File: config.mk
export PLATFORM = sky130hd
export DESIGN_NAME = uart_rx_flat
export DESIGN_NICKNAME = d
export VERILOG_FILES = /design/src/rtl/uart_rx_if.sv /design/src/rtl/uart_rx.sv /design/src/flat_wrapper.sv
export SDC_FILE = /design/constraint.sdc
export NUM_CORES = 1
export LEC_CHECK = 0
export CORE_MARGIN = 10
export CORE_UTILIZATION = 48
export DETAILED_ROUTE_END_ITERATION = 12
export PLACE_DENSITY = 0.76
export SYNTH_ARGS = -nofsm -noshare
export SYNTH_HDL_FRONTEND = slang
export SYNTH_SLANG_ARGS = --single-unit
File: constraint.sdc
create_clock -name CLK -period 1.75 [get_ports CLK]
set_input_delay 0.4375 -clock CLK [delete_from_list [all_inputs] [get_ports CLK]]
set_output_delay 0.4375 -clock CLK [all_outputs]
set_load 0.03 [all_outputs]
File: src/rtl/uart_rx_if.sv
`timescale 1ns/1ps
`default_nettype none
// ============================================================================
//  Module   : uart_rx_if
//  Brief    : Serial line plus byte holding-register handshake of uart_rx.
//  Revision : 1.0  initial release
// ============================================================================
interface uart_rx_if;
    logic       rxd;
    logic [7:0] rx_data;
    logic       rx_valid;
    logic       rd;
    logic       clr_err;
    logic       framing_err;
    logic       overrun;
    logic       busy;

    modport master (
        output rxd, rd, clr_err,
        input  rx_data, rx_valid, framing_err, overrun, busy
    );

    modport slave (
        input  rxd, rd, clr_err,
        output rx_data, rx_valid, framing_err, overrun, busy
    );
endinterface
`default_nettype wire

File: src/rtl/uart_rx.sv
`timescale 1ns/1ps
`default_nettype none
// ============================================================================
//  Module   : uart_rx
//  Brief    : 8N1 UART receiver with byte holding register, valid/read
//             handshake and sticky framing-error / overrun flags.
//  Revision : 1.0  initial release
// ============================================================================
module uart_rx #(
    parameter int CLOCK_FREQ = 10000000,
    parameter int BAUD       = 115200
) (
    input  logic     CLK,
    input  logic     RST,
    uart_rx_if.slave bus
);

    localparam int c_DIV  = (CLOCK_FREQ + BAUD / 2) / BAUD;
    localparam int c_HALF = c_DIV / 2;
    localparam int c_CW   = $clog2(c_DIV);

    localparam logic [c_CW-1:0] c_DIV_LAST  = c_CW'(c_DIV - 1);
    localparam logic [c_CW-1:0] c_HALF_LAST = c_CW'(c_HALF - 1);

    typedef enum logic [1:0] {
        S_IDLE  = 2'd0,
        S_START = 2'd1,
        S_DATA  = 2'd2,
        S_STOP  = 2'd3
    } state_t;

    state_t          r_state, w_state_nx;
    logic [c_CW-1:0] r_cnt,   w_cnt_nx;
    logic [2:0]      r_bit,   w_bit_nx;
    logic [7:0]      r_shift, w_shift_nx;
    logic [7:0]      r_data,  w_data_nx;
    logic            r_valid, w_valid_nx;
    logic            r_ferr,  w_ferr_nx;
    logic            r_ovr,   w_ovr_nx;
    logic            w_sample;

    logic            r_sync1;
    logic            r_rxd_s;
    logic            r_rxd_p;
    logic [1:0]      r_fill;
    logic            r_armed;

    // The sync flops reset high, so their first post-reset values are not
    // real line samples; r_fill tracks when r_rxd_s carries a genuine sample
    // and r_armed insists on a real high before any falling edge counts.
    always_ff @(posedge CLK) begin
        if (RST) begin
            r_sync1 <= 1'b1;
            r_rxd_s <= 1'b1;
            r_rxd_p <= 1'b1;
            r_fill  <= 2'b00;
            r_armed <= 1'b0;
        end else begin
            r_sync1 <= bus.rxd;
            r_rxd_s <= r_sync1;
            r_rxd_p <= r_rxd_s;
            r_fill  <= {r_fill[0], 1'b1};
            if (r_fill[1] && r_rxd_s) begin
                r_armed <= 1'b1;
            end
        end
    end

    always_ff @(posedge CLK) begin
        if (RST) begin
            r_state <= S_IDLE;
            r_cnt   <= '0;
            r_bit   <= '0;
            r_shift <= '0;
            r_data  <= '0;
            r_valid <= 1'b0;
            r_ferr  <= 1'b0;
            r_ovr   <= 1'b0;
        end else begin
            r_state <= w_state_nx;
            r_cnt   <= w_cnt_nx;
            r_bit   <= w_bit_nx;
            r_shift <= w_shift_nx;
            r_data  <= w_data_nx;
            r_valid <= w_valid_nx;
            r_ferr  <= w_ferr_nx;
            r_ovr   <= w_ovr_nx;
        end
    end

    assign w_sample = (r_state == S_START) ? (r_cnt == c_HALF_LAST)
                                           : (r_cnt == c_DIV_LAST);

    always_comb begin
        w_state_nx = r_state;
        w_cnt_nx   = w_sample ? '0 : r_cnt + 1'b1;
        w_bit_nx   = r_bit;
        w_shift_nx = r_shift;
        w_data_nx  = r_data;
        w_valid_nx = r_valid & ~bus.rd;
        w_ferr_nx  = r_ferr  & ~bus.clr_err;
        w_ovr_nx   = r_ovr   & ~bus.clr_err;

        case (r_state)
            S_IDLE: begin
                w_cnt_nx = '0;
                if (r_armed && !r_rxd_s && r_rxd_p) begin
                    w_state_nx = S_START;
                end
            end
            S_START: begin
                if (w_sample) begin
                    if (r_rxd_s) begin
                        w_state_nx = S_IDLE;
                    end else begin
                        w_state_nx = S_DATA;
                        w_bit_nx   = 3'd0;
                    end
                end
            end
            S_DATA: begin
                if (w_sample) begin
                    w_shift_nx = {r_rxd_s, r_shift[7:1]};
                    w_bit_nx   = r_bit + 3'd1;
                    if (r_bit == 3'd7) begin
                        w_state_nx = S_STOP;
                    end
                end
            end
            S_STOP: begin
                // Error sets are applied after the clears so a new event wins.
                if (w_sample) begin
                    w_state_nx = S_IDLE;
                    if (r_rxd_s) begin
                        w_data_nx  = r_shift;
                        w_valid_nx = 1'b1;
                        if (r_valid && !bus.rd) begin
                            w_ovr_nx = 1'b1;
                        end
                    end else begin
                        w_ferr_nx = 1'b1;
                    end
                end
            end
            default: begin
                w_state_nx = S_IDLE;
            end
        endcase
    end

    assign bus.rx_data     = r_data;
    assign bus.rx_valid    = r_valid;
    assign bus.framing_err = r_ferr;
    assign bus.overrun     = r_ovr;
    assign bus.busy        = (r_state != S_IDLE);

endmodule
`default_nettype wire
File: src/flat_wrapper.sv
// flat-port wrapper written by rule: the top's interface ports become plain ports
module uart_rx_flat 
#(
    parameter int CLOCK_FREQ = 10000000,
    parameter int BAUD       = 115200
)
  (CLK, RST, bus_rxd, bus_rd, bus_clr_err, bus_rx_data, bus_rx_valid, bus_framing_err, bus_overrun, bus_busy);
  uart_rx_if bus_i ();
  input  logic CLK;
  input  logic RST;
  input wire logic [$bits(bus_i.rxd)-1:0] bus_rxd;
  input wire logic [$bits(bus_i.rd)-1:0] bus_rd;
  input wire logic [$bits(bus_i.clr_err)-1:0] bus_clr_err;
  output wire logic [$bits(bus_i.rx_data)-1:0] bus_rx_data;
  output wire logic [$bits(bus_i.rx_valid)-1:0] bus_rx_valid;
  output wire logic [$bits(bus_i.framing_err)-1:0] bus_framing_err;
  output wire logic [$bits(bus_i.overrun)-1:0] bus_overrun;
  output wire logic [$bits(bus_i.busy)-1:0] bus_busy;
  assign bus_i.rxd = bus_rxd;
  assign bus_i.rd = bus_rd;
  assign bus_i.clr_err = bus_clr_err;
  assign bus_rx_data = bus_i.rx_data;
  assign bus_rx_valid = bus_i.rx_valid;
  assign bus_framing_err = bus_i.framing_err;
  assign bus_overrun = bus_i.overrun;
  assign bus_busy = bus_i.busy;
  uart_rx #(.CLOCK_FREQ(CLOCK_FREQ), .BAUD(BAUD)) u_core (.CLK(CLK), .RST(RST), .bus(bus_i));
endmodule
# Word-level counts from Yosys, hierarchy flattened
# Cells that the tools add are included.
op_classes:
  add_sub_neg: 2
  eq_ne: 12
  n_mux: 23
  n_bitwise: 5
  n_reduce_logical: 14
ops:
  columns: ["operator", "count"]
  rows:
  - ["$mux W1", 12]
  - ["$mux W2", 6]
  - ["$ne A2 B1 Y1 const B", 5]
  - ["$mux W3", 3]
  - ["$pmux W2 S4", 1]
  - ["$add A7 B1 Y7 const B", 1]
  - ["$eq A7 B6 Y1 const B", 1]
  - ["$eq A7 B7 Y1 const B", 1]
  - ["$pmux W3 S2", 1]
  - ["$reduce_and A5 Y1", 1]
  - ["$eq A2 B2 Y1 const B", 2]
  - ["$logic_and A1 B1 Y1", 4]
  - ["$reduce_and A4 Y1", 1]
  - ["$reduce_bool A2 Y1", 2]
  - ["$add A3 B1 Y3 const B", 1]
  - ["$and A1 B1 Y1", 3]
  - ["$eq A3 B3 Y1 const B", 1]
  - ["$reduce_and A3 Y1", 1]
  - ["$reduce_or A3 Y1", 1]
  - ["$eq A2 B1 Y1 const B", 1]
  - ["$logic_not A1 Y1", 2]
  - ["$logic_not A2 Y1", 1]
  - ["$ne A2 B2 Y1 const B", 1]
  - ["$not A1 Y1", 2]
  - ["$reduce_and A2 Y1", 1]
totals:
  reg_bits: 37
  in_bits: 5
  output_inout_bits: 12
  wordCells: 70

# Depth between registers and ports, before layout
# Gate-level depths: netlist (run 1).
depth:
  ltp_word: 6
  mapped_depth: 7
  ltp_nobuf: 6

# Least setup slack after synthesis (run 1)
# No wires, ideal clock.
synth_timing:
  kind: "register to register"
  from: "reg with a tool-made name"
  to: "reg with a tool-made name"
  setup_ns: 0.123
  arrival_ns: 1.479
  required_time_ns: 1.627
  setup_slack_ns: 0.148
  stages_incl_launch_ff: 5
  n_path_buf: 0
  synth_period_minus_slack_ns: 1.602
  path_cell_list: "dfxtp_1 -> nand2b_4 -> or4_4 -> a21oi_4 -> mux2_1"

==> results of run 1 <==
final timing paths:
path                                  endpoint  slack [ps]  cells after the start
worst max-delay path                      flop         110                      4
worst min register to register  u_core.r_rxd_s         420                      1
worst min-delay path            u_core.r_rxd_s         420                      1
worst max register to register            flop         110                      4
state kept, by name (all words and copies together) (netlist names), 2 cells and up, named ones only:
register / cells
u_core.r_fill: 2
u_core.r_shift: 8
u_core.bus.rx_data: 8
u_core.r_bit: 3
u_core.r_cnt: 7
worst max-delay path, cell delays in order, from the launching register on:
cell	delay (ps)
dfxtp_1	340
nand2b_4	150
or4_4	530
a21oi_4	180
mux2_1	330
cell families after synthesis:
logic type,count (synthesis)
buf+inv,11
xor+xnor,5
fa+ha+maj,4
mux,9
compound gates,21
simple gates,70
flops,37
what timing repair did:
action                                 in CTS  in global routing
setup endpoints to repair                  12                  1
gates resized for setup                    14                  2
endpoints found under the hold margin       0                  0
synth_stat cells (4+ instances only):
master   instances
a21oi_1         12
dfxtp_1         37
ha_1             4
inv_1            5
mux2i_1          8
nand2_1         24
nand3_1          4
nor2_1          14
nor3_1          11
o21ai_0          4
or2_2            4
power by group:
part / switching, mW / total [mW] / leakage [nW] / internal [mW]
combinational: 0.0208 / 0.0414 / 0.329 / 0.0206
clock: 0.267 / 0.457 / 0.0314 / 0.190
sequential: 0.00415 / 0.853 / 0.299 / 0.849
total: 0.292 / 1.35 / 0.660 / 1.06
stage by stage:
stage | setup WS, ps | TNS, ps
after floorplan | 148 | 0
after global placement | 84.1 | 0
after detailed placement | 25.5 | 0
after CTS | -14.6 | -14.6
after global routing | 47.2 | 0
final | 108 | 0
final cells by class:
class | count | area, um2 | share of cell area
clock buffer | 7 | 55.1 | 0.0313
inverter | 6 | 22.5 | 0.0128
multi-input combinational | 109 | 691 | 0.393
sequential | 37 | 741 | 0.422
tap | 33 | 41.3 | 0.0235
timing repair buffer | 23 | 206 | 0.118
per-layer routing:
| layer | vias to the layer above | global-route usage | wire (um) |
|---|---|---|---|
| met5 | - | 0 | 0 |
| li1 | 583 | - | - |
| met4 | 0 | 0.0639 | 59 |
| met3 | 6 | 0.0521 | 178 |
| met2 | 21 | 0.184 | 1400 |
| met1 | 530 | 0.123 | 1210 |
==> results.md, run 1 <==
* Status: complete, no violations
* CP required at 2000 ps
* Overall Power at around 1.4 mW
* Final instance area at 1760 um2
* Post-CTS setup buffers at 0
* Layout cells sized above 1 at 0.137
* Maximum VDD drop at 444 uV
* CP max FO at 3
* Hold/Removal Path Class: flop to flop
* Post-layout util at 0.585
* Flops & latches, synth at 37
* H-tree depth at 2
* Post-synth EDFFs at 0
* Power Density at 769 nW/um2
* Port Buf Inserts at 16
* Rel. slew slack at 0.753
* Syn_nets at around 170
* Root buf cell: clkbuf_4
* Synth area leader: dfxtp_1
* Initial DRC count at between 60 and 70
* Post-route DRC at 0
* Fin crit share at 0.938
* RSZ-0062 raised after global routing: false
* Fin cells at 215
* Post-DR vias/cell at 5.30
* Grt ovf at 0
* WS Path Type: flop to flop
* # hold bufs at CTS at 0
* TritonCTS Buffers at 5
* Largest net degree at the start of global routing at 23
* Die Area at 5670 um2
* Initial Util at 0.489
* Nets at 191
* Fillers at 272
* WL per Instance at 13.3 um
* FP Rows at 20
* Hold Fails Final Rpt at 0
* Share of the synthesized area in the top cell type at 0.504
* CP arrival at 1890 ps
* Clk buf depth at 2
* Worst-Skew Late Latency at 350 ps
* Most frequent cells in the layout: 37 x dfxtp_1, 24 x nand2_1, 14 x nor2_1
* Dominant cells by area after synthesis: dfxtp_1 50%, nand2_1 6.1%, mux2i_1 5.5%
* Commonest non-fill, non-tap cell in the layout: dfxtp_1
* Maximum clock frequency at 609 MHz
* Area growth syn-to-layout at 19.6%
* Global-route wire length before repair at roughly 5000 um
* Reg clk slew, reported paths at 100 ps
* Final WL at 2850 um
* Async S/R FF share, synth at 0
* Synth Flop Type: dfxtp_1
* Die width at 75.3 um
* Startpoint types: flop
* Detailed Place HPWL at 2120 um
* Clock skew at around 7.3 ps
* GPL Wtd Cong at between 0.7 and 0.8
* CTS Sinks at 37
* CP endpoint kind: flop
* Simple-gate area share of the yosys netlist at 0.244
* Complex-gate fraction of the synthesized area at 0.0963
* DP Cell Count at 208
* Final setup viols at 0
* N_diodes at 0
* YS warnings at 0
* Hold Slack at 419 ps
* Fin crit period at 1640 ps
* Cells after Synth at approximately 160
* Initial antenna violation count at 0
* Max-Cap Viols at 0
* GRT Total Usage at 0.115
* Max Slew Vio Count at 0
* Slew @ Worst Pin at 371 ps
* Synthesized area at between 1000 and 1500 um2
* Static Leakage at approximately 0.66 nW
* Hold Crit Start: u_core.r_sync1
* Xor/xnor cell area share of the yosys netlist at 0.0298
* Post-synthesis mux area share at 0.0622
* Combinational family with the most area after synthesis: simple AND/OR/NAND/NOR gates
* Core Region at 3000 um2
* Syn_area_per_cell at 9.36 um2
* Post-route ant nets at 0
* Sequential fraction of the synthesis area at 0.504
* Number of global-route vias before repair at 1150
* Cell Area, Placed at 1720 um2
* Synth unique cells at 35
* CTS tree: done
* Post-Synth Adder-Cell Area at 0.0341
* Die height at 75.3 um
* Pre-Repair DR Iteration Count at 4
* Via Count at 1140
* Number of top-level pins at 17
No activity file was read; power rests on OpenSTA's default activity.
==> run 2: changes to the inputs <==
--- a/config.mk
+++ b/config.mk
@@ -8,7 +8,7 @@
 export CORE_MARGIN = 10
 export CORE_UTILIZATION = 48
 export DETAILED_ROUTE_END_ITERATION = 12
-export PLACE_DENSITY = 0.76
+export PLACE_DENSITY = 0.79
 export SYNTH_ARGS = -nofsm -noshare
 export SYNTH_HDL_FRONTEND = slang
 export SYNTH_SLANG_ARGS = --single-unit
==> run 2 against run 1 <==
- final cell count down 0.93%
- total power is 7.0% higher
- core utilization is 0.13 points higher
==> results.md, run 2 (same netlist as run 1, synthesis figures left out) <==
* TritonCTS Buffers at 5 (unchanged)
* Hold Fails Final Rpt at 0 (unchanged)
* Grt ovf at 0 (unchanged)
* Area growth syn-to-layout at 19.8%
* Final setup viols at 0 (unchanged)
* Max Slew Vio Count at 0 (unchanged)
* Power Density at 822 nW/um2 (+6.8%)
* Pre-Repair DR Iteration Count at 4 (unchanged)
* Hold/Removal Path Class: flop to flop
* Fin crit share at 0.933 (-0.00501)
* RSZ-0062 raised after global routing: false
* Pre-CTS setup slack at -30.5 ps (-56.0 ps)
* Aggregate negative setup slack at 0 ps (unchanged)
* Largest net degree at the start of global routing at 23 (unchanged)
* Maximum VDD drop at 647 uV (+46%)
* Port Buf Inserts at 16 (unchanged)
* Global-route wire length before repair at 4570 um (-7.9%)
* Initial DRC count at 57 (-12%)
* Die width at 75.3 um (unchanged)
* Commonest non-fill, non-tap cell in the layout: dfxtp_1
* Die Area at 5670 um2 (unchanged)
* Reg clk slew, reported paths at 110 ps (about the same)
* Top Family by Delay on Critical Path: flip-flops
* WL per Instance at 12.9 um (-3.0%)
* CP endpoint kind: output port
* Critical Path, Cell by Cell: or2_2, buf_2
* GRT Total Usage at 0.105 (-0.00946)
* Via Count at 1129 (-0.96%)
* CP arrival at 1200 ps (-690 ps)
* Initial Util at 0.489 (unchanged)
* Final worst setup slack at 117 ps (+8.77 ps)
* Slowest cell delay on critical path at 370 ps (-160 ps)
* FP Rows at 20 (unchanged)
* Status: complete, no violations
* Max-Cap Viols at 0 (unchanged)
* Die height at 75.3 um (unchanged)
* H-tree depth at 2 (unchanged)
* N_diodes at 0 (unchanged)
* Detailed Place HPWL at 2070 um (-2.3%)
* Root buf cell: clkbuf_4
* Hold Slack at 429 ps (+10.8 ps)
* GPL Wtd Cong at 0.754 (+0.99%)
* Clock skew at 10.8 ps (+3.46 ps)
* WS Path Type: flop to output port
* Layout cells sized above 1 at 0.139 (+0.00153)
* Post-layout util at 0.586 (+0.00125)
* CP required at 1310 ps (-690 ps)
* Startpoint types: flop
* Worst-Skew Late Latency at 330 ps (-20 ps)
* CP max FO at 7 (+4)
* CTS tree: done
* CTS Sinks at 37 (unchanged)
* Fillers at 271 (-0.37%)
* Final WL at 2740 um (-3.9%)
* Static Leakage at 0.660 nW (about the same)
* Post-route ant nets at 0 (unchanged)
* Fin crit period at 1630 ps (-8.77 ps)
* Number of global-route vias before repair at 1044 (-9.2%)
* Clk buf depth at 2 (unchanged)
* Maximum clock frequency at 612 MHz (+0.54%)
* Most frequent cells in the layout: 36 x dfxtp_1, 24 x nand2_1, 14 x nor2_1
* Worst path slowest cell: dfxtp_2
* Initial antenna violation count at 0 (unchanged)
* Number of top-level pins at 17 (unchanged)
* Buffers and inverters on the worst path at 1 (+1)
* Rel. slew slack at 0.749 (-0.00404)
* Post-DR vias/cell at 5.30 (about the same)
* Slew @ Worst Pin at 377 ps (+6.06 ps)
* Core Region at 3000 um2 (unchanged)
* Post-route DRC at 0 (unchanged)
* Nets at 189 (-1.0%)
run 2: cell types whose count changed in the layout (fill, tap and decap cells not counted), sizes merged:
cell	change
buf	-2
bufinv	+1
clkbuf	-2
clkinv	+1
run 2: routing by layer:
metal  GRT usage  part of all wire  up-vias  wire, um
li1            -                 -      581         -
met2       0.175              0.51       18      1390
met4      0.0371             0.015        0        40
met1       0.117              0.42      525      1160
met3      0.0469             0.055        5       151
met5           0                 0        -         0
run 2: path summary, 6_finish.rpt:
check | startpoint | endpoint | slack, ps | cells after the start
setup reg to reg | flop | flop | 120 | 4
hold reg to reg | u_core.r_sync1 | u_core.r_rxd_s | 430 | 1
hold / removal | u_core.r_sync1 | u_core.r_rxd_s | 430 | 1
setup / recovery | u_core.r_state[0] | bus_busy | 120 | 2
run 2: through the flow:
step	area (um2)	cells	power, mW
2_1_floorplan	1470	157	0.892
3_3_place_gp	1710	206	0.910
3_5_place_dp	1710	206	0.912
4_1_cts	1770	213	1.46
5_1_grt	1760	213	1.51
6_report	1760	213	1.45
run 2: report_power, final:
| group | total [mW] | internal (mW) | switching, mW |
|---|---|---|---|
| Combinational | 0.0379 | 0.0187 | 0.0192 |
| Clock | 0.555 | 0.291 | 0.264 |
| Sequential | 0.854 | 0.849 | 0.00460 |
run 2: timing repair:
action                     in CTS  in global routing
hold buffers                    0                  0
setup endpoints to repair      12                  4
gates resized for setup        14                  3
setup buffers                   0                  0
run 2: area by class of cell:
type	instances	area, um2	share of cell area
clock buffer	5	37.5	0.0213
multi-input combinational	109	691	0.392
inverter	6	22.5	0.0128
clock inverter	2	35.0	0.0199
sequential	37	742	0.421
tap	33	41.3	0.0235
timing repair buffer	21	191	0.109
run 2: worst reg2reg max path: stages, from the launching register on:
cell      delay, ps
dfxtp_1         340
nand2b_4        150
or4_4           540
a21oi_4         170
mux2_1          320
==> run 3: changes to the inputs <==
--- a/config.mk
+++ b/config.mk
@@ -5,9 +5,11 @@
 export SDC_FILE = /design/constraint.sdc
 export NUM_CORES = 1
 export LEC_CHECK = 0
-export CORE_MARGIN = 10
+export CORE_MARGIN = 3
 export CORE_UTILIZATION = 48
 export DETAILED_ROUTE_END_ITERATION = 12
+export GPL_ROUTABILITY_DRIVEN = 1
+export MAX_ROUTING_LAYER = met4
 export PLACE_DENSITY = 0.79
 export SYNTH_ARGS = -nofsm -noshare
 export SYNTH_HDL_FRONTEND = slang
==> run 3 against run 2 <==
- die area shrank 34%
- sequential power about the same
- routed wire length hardly changed
- clock power up 12%
- total power grew 4.4%
- flip-flop and latch count unchanged
- clock skew rose by 2.7 ps
- design area rose by 0.85%
- largest cell class unchanged
- largest power group unchanged
==> results.md, run 3 (same netlist as run 1, synthesis figures left out) <==
* Status: complete, no violations
* N_diodes at 0 (unchanged)
* Clk buf depth at 2 (unchanged)
* Multi-input gate area at 691 um2 (unchanged)
* Core Region at 2830 um2 (-5.8%)
* Switching pwr at 0.303 mW (+5.5%)
* Post-DR vias/cell at 5.42 (+2.3%)
* Die Area at 3760 um2 (-34%)
* CP endpoint kind: flop
* Largest net degree at the start of global routing at 19 (-17%)
* Initial Util at 0.519 (+0.0301)
* Fillers at 237 (-13%)
* Sequential cell area at 741 um2 (-0.17%)
* Initial antenna violation count at 0 (unchanged)
* Max Slew Vio Count at 0 (unchanged)
* Int Power at 1.21 mW (+4.1%)
* Static Leakage at 0.669 nW (+1.3%)
* Clock power share at 0.410 (+0.027)
* Net Sw Frac at 0.201 (+0.00219)
* Fin crit period at 1660 ps (+23.1 ps)
* Initial DRC count at 40 (-30%)
* Worst-Skew Late Latency at 340 ps (about the same)
* Clock skew at 13.5 ps (+2.73 ps)
* Hold/Removal Path Class: flop to flop
* WL met3 at 131 um (-13%)
* Max-Cap Viols at 0 (unchanged)
* Maximum VDD drop at 545 uV (-16%)
* Met2 wire len at 1400 um (+0.72%)
* Startpoint types: flop
* GRT Total Usage at 0.177 (+0.0720)
* Detailed Place HPWL at 1990 um (-3.7%)
* Final WL at 2740 um (about the same)
* Grt ovf at 0 (unchanged)
* RSZ-0062 raised after global routing: false
* WS Path Type: flop to flop
* Global-route wire length before repair at 4680 um (+2.3%)
* Most frequent cells in the layout: 37 x dfxtp_1, 24 x nand2_1, 14 x nor2_1
* Port Buf Inserts at 16 (unchanged)
* Sequential share of power at 0.565 (-0.025)
* Die width at 61.3 um (-19%)
* DP Cell Count at 206 (unchanged)
* Nets at 191 (+1.1%)
* Slew @ Worst Pin at 431 ps (+54.6 ps)
* Gate power share at 0.024 (-0.002)
* Final setup viols at 0 (unchanged)
* Fin cells at 214 (+0.47%)
* Reg clk slew, reported paths at 110 ps (about the same)
* Hold Fails Final Rpt at 0 (unchanged)
* Die height at 61.3 um (-19%)
* Post-route ant nets at 0 (unchanged)
* Number of top-level pins at 17 (unchanged)
* Commonest non-fill, non-tap cell in the layout: dfxtp_1
* Maximum clock frequency at 604 MHz (-1.4%)
* CTS Sinks at 37 (unchanged)
* WL per Instance at 12.8 um (-0.50%)
* R2R setup slack at 90 ps (-20 ps)
* H-tree depth at 2 (unchanged)
* CTS tree: done
* TritonCTS Buffers at 5 (unchanged)
* Pre-CTS setup slack at -20.1 ps (+10.4 ps)
* CP max FO at 6 (-1)
* # hold bufs at CTS at 0 (unchanged)
* Overall Power at 1.51 mW (+4.4%)
* Fin crit share at 0.946 (+0.0132)
* Rel. slew slack at 0.712 (-0.0364)
* Layout cells sized above 1 at 0.148 (+0.00865)
* Power Density at 850 nW/um2 (+3.5%)
* GPL Wtd Cong at 0.753 (-0.16%)
* Routed length on met1 at 1160 um (-0.26%)
* Root buf cell: clkbuf_4
* Pre-Repair DR Iteration Count at 4 (unchanged)
* Final worst setup slack at 93.9 ps (-23.1 ps)
* Area growth syn-to-layout at 20.9%
* CP arrival at 1890 ps (+690 ps)
* Top sig layer: met4
* CP required at 1980 ps (+670 ps)
* Via Count at 1160 (+2.7%)
* Number of global-route vias before repair at 1118 (+7.1%)
* FP Rows at 19 (-5.0%)
* Post-route DRC at 0 (unchanged)
[run 3: cell count changes in the layout (fill, tap and decap cells not counted)]
| cell | delta |
|---|---|
| dfxtp_1 | +1 |
| dfxtp_2 | -1 |
| clkinv_2 | -1 |
| clkbuf_8 | +1 |
| buf_12 | -1 |
| buf_4 | +3 |
| clkinvlp_4 | +1 |
[run 3: layout make-up]
cell class | instances | area share
sequential | 37 | 0.417
inverter | 6 | 0.0127
clock buffer | 6 | 0.0289
tap | 31 | 0.0218
clock inverter | 2 | 0.0211
multi-input combinational | 109 | 0.389
timing repair buffer | 23 | 0.109
[run 3: worst paths after layout]
path,from,to,depth (start not counted)
setup / recovery,u_core.r_cnt[4],flop,4
hold / removal,u_core.r_sync1,u_core.r_rxd_s,1
setup reg to reg,u_core.r_cnt[4],flop,4
hold reg to reg,u_core.r_sync1,u_core.r_rxd_s,1
[run 3: critical path, stage by stage (launching register included)]
cell and delay [ps]:
dfxtp_1 380, nand3b_1 180, or4_4 470, a21oi_4 180, mux2_1 340
[run 3: what timing repair did]
item | 4_1_cts | 5_1_grt
gates resized for setup | 14 | 2
buffers inserted | 0 | 0
cloned | 0 | 0
endpoints found under the setup margin | 12 | 1
[run 3: power by group through the flow]
stage | Sequential, mW | Clock [mW] | Combinational (mW)
after detailed placement | 0.873 | 0 | 0.0373
after global routing | 0.855 | 0.672 | 0.0410
after floorplan | 0.872 | 0 | 0.0205
after CTS | 0.854 | 0.634 | 0.0374
after global placement | 0.872 | 0 | 0.0362
final | 0.854 | 0.619 | 0.0367
[run 3: layer usage]
| metal | vias up | GRT usage |
|---|---|---|
| met5 | - | - |
| met4 | 0 | 0.0867 |
| met3 | 6 | 0.0650 |
| met2 | 24 | 0.285 |
| met1 | 541 | 0.192 |
| li1 | 589 | - |
[run 3: stage by stage]
step	setup TNS, ps	util	hold WS [ps]	area [um2]
2_1_floorplan	0	-	389	1470
6_report	0	0.628	430	1780
3_3_place_gp	0	0.603	393	1710
5_1_grt	0	0.628	441	1780
4_1_cts	-18.8	0.630	435	1780
3_5_place_dp	-49.5	0.603	407	1710
